$ cat src/rtl/ysyx_23060096_ifu.sv
// Instruction fetch unit: owns the PC, issues one fetch at a time to
// instruction memory and holds the fetched word for decode until consumed.
// Redirects replace the PC and squash any fetch already in flight.
module ysyx_23060096_ifu #(
  parameter logic [31:0] RESET_PC = 32'h8000_0000
) (
  input  logic        clk,
  input  logic        rst,
  output logic        imem_req_valid,
  input  logic        imem_req_ready,
  output logic [31:0] imem_req_addr,
  input  logic        imem_rsp_valid,
  input  logic [31:0] imem_rsp_data,
  input  logic        imem_rsp_err,
  output logic        inst_valid,
  input  logic        inst_ready,
  output logic [31:0] inst,
  output logic [31:0] inst_pc,
  output logic        inst_fault,
  input  logic        redirect_valid,
  input  logic [31:0] redirect_pc
);

  typedef enum logic [2:0] {
    S_IDLE,
    S_REQ,
    S_WAIT,
    S_HOLD,
    S_FAULT
  } state_e;

  state_e      state_q, state_d;
  logic [31:0] pc_q, pc_d;
  logic        kill_q, kill_d;
  logic        inst_valid_q, inst_valid_d;
  logic [31:0] inst_q, inst_d;
  logic [31:0] inst_pc_q, inst_pc_d;
  logic        inst_fault_q, inst_fault_d;

  // Sequential PC advance; wraps modulo 2^32 with no flag.
  function automatic logic [31:0] pc_incr(input logic [31:0] pc);
    return pc + 32'd4;
  endfunction

  // Next-state and datapath updates for the fetch FSM.
  always_comb begin
    state_d      = state_q;
    pc_d         = pc_q;
    kill_d       = kill_q;
    inst_valid_d = inst_valid_q;
    inst_d       = inst_q;
    inst_pc_d    = inst_pc_q;
    inst_fault_d = inst_fault_q;
    unique case (state_q)
      S_IDLE: state_d = S_REQ;
      S_REQ: begin
        if (redirect_valid) begin
          pc_d = redirect_pc;
        end else if (imem_req_ready) begin
          state_d = S_WAIT;
        end
      end
      S_WAIT: begin
        if (imem_rsp_valid) begin
          if (kill_q || redirect_valid) begin
            // Response belongs to a squashed fetch; refetch from current pc.
            kill_d  = 1'b0;
            state_d = S_REQ;
            if (redirect_valid) begin
              pc_d = redirect_pc;
            end
          end else begin
            inst_d       = imem_rsp_data;
            inst_pc_d    = pc_q;
            inst_fault_d = imem_rsp_err;
            inst_valid_d = 1'b1;
            state_d      = S_HOLD;
          end
        end else if (redirect_valid) begin
          // Cannot cancel the outstanding request; remember to drop its data.
          pc_d   = redirect_pc;
          kill_d = 1'b1;
        end
      end
      S_HOLD: begin
        if (redirect_valid) begin
          inst_valid_d = 1'b0;
          pc_d         = redirect_pc;
          state_d      = S_REQ;
        end else if (inst_ready) begin
          inst_valid_d = 1'b0;
          if (inst_fault_q) begin
            state_d = S_FAULT;
          end else begin
            pc_d    = pc_incr(pc_q);
            state_d = S_REQ;
          end
        end
      end
      S_FAULT: begin
        if (redirect_valid) begin
          pc_d    = redirect_pc;
          state_d = S_REQ;
        end
      end
      default: state_d = S_IDLE;
    endcase
  end

  // State, PC and instruction registers with asynchronous reset.
  always_ff @(posedge clk or posedge rst) begin
    if (rst) begin
      state_q      <= S_IDLE;
      pc_q         <= RESET_PC;
      kill_q       <= 1'b0;
      inst_valid_q <= 1'b0;
      inst_q       <= 32'd0;
      inst_pc_q    <= 32'd0;
      inst_fault_q <= 1'b0;
    end else begin
      state_q      <= state_d;
      pc_q         <= pc_d;
      kill_q       <= kill_d;
      inst_valid_q <= inst_valid_d;
      inst_q       <= inst_d;
      inst_pc_q    <= inst_pc_d;
      inst_fault_q <= inst_fault_d;
    end
  end

  // A redirect in REQ suppresses the request so the stale pc is never sent.
  assign imem_req_valid = (state_q == S_REQ) && !redirect_valid;
  assign imem_req_addr  = pc_q;
  assign inst_valid     = inst_valid_q;
  assign inst           = inst_q;
  assign inst_pc        = inst_pc_q;
  assign inst_fault     = inst_fault_q;

endmodule
$ cat config.mk
export PLATFORM = sky130hd
export DESIGN_NAME = ysyx_23060096_ifu
export DESIGN_NICKNAME = d
export VERILOG_FILES = /design/src/rtl/ysyx_23060096_ifu.sv
export SDC_FILE = /design/constraint.sdc
export NUM_CORES = 1
export LEC_CHECK = 0
export ABC_AREA = 1
export CAP_MARGIN = 20
export CORE_ASPECT_RATIO = 0.9
export CORE_UTILIZATION = 39
export CTS_CLUSTER_DIAMETER = 200
export DETAILED_ROUTE_END_ITERATION = 6
export HOLD_SLACK_MARGIN = 0.08
export PLACE_DENSITY = 0.8
export RECOVER_POWER = 50
export SLEW_MARGIN = 10
export SYNTH_ARGS = -nofsm -noshare
export SYNTH_HDL_FRONTEND = slang
export SYNTH_SLANG_ARGS = --single-unit
$ cat constraint.sdc
create_clock -name clk -period 3.35 [get_ports clk]
set_input_delay 0.5025 -clock clk [delete_from_list [all_inputs] [get_ports clk]]
set_output_delay 0.5025 -clock clk [all_outputs]
set_load 0.01 [all_outputs]
==> flow_summary.json <==
{
  "status": "finished, violations left",
  "violations": "max-capacitance violations, max-slew violations",
  "num_vias": 5086,
  "core_um2": 12700,
  "port_buffers": 169,
  "final_area_um2": 7260,
  "synthMuxAreaShare_pct": 0,
  "cts_inserted_buffers": 9,
  "yosys.area_share.xor_xnor_pct": 0.513,
  "drtAntennaViolNets": 0,
  "finalClockSkew_ns": 0.00883,
  "setup_tns_ns": 0,
  "syn2layout_area_growth_pct": 41.8,
  "die_area_um2": 13600,
  "slew_headroom_pct": -25.0,
  "fp.dieH_um": 111,
  "r2r-start": "imem_req_addr[3]$_DFFE_PP0P_",
  "via_per_inst": 4.85,
  "crit_path_end_kind": "output pin",
  "synth_top_family_by_area": "simple AND/OR/NAND/NOR gates",
  "p_seq_share_pct": 37.4,
  "comb_power_share_pct": 45.1,
  "worstHoldPathCells": 2,
  "synth_area_um2": 5120,
  "clk_latency_ns": 0.35,
  "fin_cells": 1048,
  "antenna_found_initial": 0,
  "drv_slew": 41,
  "setup_viol": 0,
  "drtIter0Drc": 430,
  "hold_path.class": "reg2reg",
  "synthCells": 716,
  "timing.final.hold_violations": 0,
  "grt_start_max_net_pins": 70,
  "antenna_cells": 0,
  "final_common_cell": "nand2_1",
  "fillerInstances": 1156,
  "swShare_pct": 39.2,
  "die_x_um": 123,
  "place_area_um2": 6970,
  "first_pass_iters": 5,
  "hpwl_um": 10500,
  "r2r_end": "imem_req_addr[26]$_DFFE_PP0P_",
  "place_congestion": 0.865,
  "ff2ff_setup_slack_ns": 1.43,
  "finalWirelength_um": 14600,
  "r2r_cells": 10,
  "max-cap-violations": 1,
  "synth_compound_area_share_pct": 6.55,
  "cp_max_fo": 12,
  "ys_seq_elements": 102,
  "cts_resized": 0,
  "final_nets": 951,
  "ys_types": 27,
  "synthAdderAreaFrac_pct": 0.244,
  "critPathArrivalTime_ns": 2.04,
  "cts-htree-levels": 3,
  "synth_warnings": 0,
  "drive_gt1_share_pct": 4.41,
  "rsz0062_at_grt": "false",
  "path_clk_slew_ns": 0.07,
  "seq_area_frac_synth_pct": 49.9,
  "grt_usage_pct": 22.7,
  "ctsHoldBuffers": 0,
  "startpoint_type": "input pin",
  "max-vdd-ir-drop_mv": 0.433,
  "period_minus_slack_ns": 2.54,
  "initial_core_util_pct": 40.2,
  "cts.path.max_buffers": 2,
  "max_freq_mhz": 394,
  "setup.worst_path.class": "in2out",
  "cts.sinks": 102,
  "synth_nets": 788,
  "pwr-share-clk_pct": 17.5,
  "io_pins": 170,
  "leakagePower_nw": 3.54,
  "syn_avg_cell_area_um2": 7.15,
  "p_sw_mw": 2.42,
  "wl_per_cell_um": 14.0,
  "route.detailed.drc": 0,
  "synth-simple-area-share_pct": 36.2,
  "cts_root_buf": "clkbuf_16",
  "crit_required_ns": 2.85,
  "rows": 39,
  "power_mw": 6.17,
  "hold_path_end": "inst[1]$_DFFE_PP0P_",
  "grt_overflow_total": 0,
  "grt_pass1_wl_um": 23900,
  "worstHoldStart": "inst[1]$_DFFE_PP0P_",
  "final_cell_mix": "334 x nand2_1, 119 x clkdlybuf4s50_1, 101 x dfrtp_1, 78 x nor2_1, 50 x dlygate4sd3_1",
  "worstMarginPinSlew_ns": 1.86,
  "p_int_mw": 3.75,
  "post_cts_buffers": 0,
  "p_per_area_nw_per_um2": 850,
  "tritoncts": "done",
  "fin_crit_sh_pct": 75.8,
  "grt_pass1_vias": 4786,
  "dpl.cell_count": 1032
}
-- cell families after synthesis --
family,Yosys count
buffers and inverters,78
adders and majority gates,1
DFF,102
AOI/OAI and AO/OA,66
and+or+nand+nor,466
xor gates and xnor gates,3
-- power by group through the flow --
| stage | clock network, mW | logic [mW] | registers [mW] |
|---|---|---|---|
| 3_3_place_gp | 0 | 2.82 | 2.31 |
| 6_report | 1.08 | 2.78 | 2.31 |
| 4_1_cts | 1.11 | 2.89 | 2.32 |
| 5_1_grt | 1.15 | 3.11 | 2.39 |
| 2_1_floorplan | 0 | 1.17 | 2.48 |
| 3_5_place_dp | 0 | 2.88 | 2.33 |
-- synthesized netlist by cell type (all sizes together) --
library cell / instances / area share (%)
a21boi: 1 / 0.15
a21oi: 4 / 0.39
and2: 1 / 0.12
buf: 16 / 2.1
clkbuf: 9 / 0.66
clkinv: 1 / 0.073
dfrtp: 101 / 49
dfstp: 1 / 0.51
ha: 1 / 0.24
inv: 52 / 3.8
nand2: 335 / 25
nand3: 37 / 3.9
nand4: 5 / 0.61
nor2: 87 / 6.9
nor3: 1 / 0.098
o21ai: 60 / 5.9
o21bai: 1 / 0.15
xnor2: 1 / 0.17
xor2: 2 / 0.34
-- sequential cells by signal, summed over array words and instances, names as in the netlist --
name and cells:
kill_q 1, inst_valid 1, inst_pc 32, state_q 3, imem_req_addr 32, inst 32
inst_fault 1
-- through the flow --
stage,setup slack (ns),hold WS [ns],utilization (%)
6_report,0.812,0.464,57.0
5_1_grt,0.613,0.478,57.0
4_1_cts,0.818,0.475,57.1
3_5_place_dp,0.651,0.458,54.7
3_3_place_gp,0.757,0.454,54.7
2_1_floorplan,0.174,0.485,-
-- worst max-delay path by stage --
stage                   start                       endpoint  slack, ns  depth (start not counted)
2_1_floorplan             rst   imem_req_addr[0]$_DFFE_PP0P_       0.17                          1
3_3_place_gp   redirect_valid  imem_req_addr[13]$_DFFE_PP0P_       0.76                          8
3_5_place_dp   redirect_valid        inst_pc[18]$_DFFE_PP0P_       0.65                          7
4_1_cts        redirect_valid                 imem_req_valid       0.82                          3
5_1_grt                   rst  imem_req_addr[24]$_DFFE_PP0P_       0.61                          3
6_report       redirect_valid                 imem_req_valid       0.81                          3
-- layer usage --
layer / global-route usage [%] / wire length [um]
met3: 4.99 / 971
met2: 34.8 / 6680
met4: 7.89 / 271
met5: 0 / 0
met1: 31.6 / 6710
-- area by class of cell --
type	instances	area [um^2]	share of cell area, %
Sequential cell	102	2550	35.2
Tap cell	164	205	2.83
Inverter	53	200	2.76
Timing Repair Buffer	177	1770	24.4
Multi-Input combinational cell	536	2230	30.7
Clock buffer	12	246	3.39
Clock inverter	4	55.1	0.758
-- worst max-delay path, stage by stage --
cell and delay [ns]:
dlygate4sd3_1 0.91, nor2_1 0.11, clkdlybuf4s50_1 0.51
No activity file was read; power rests on OpenSTA's default activity.
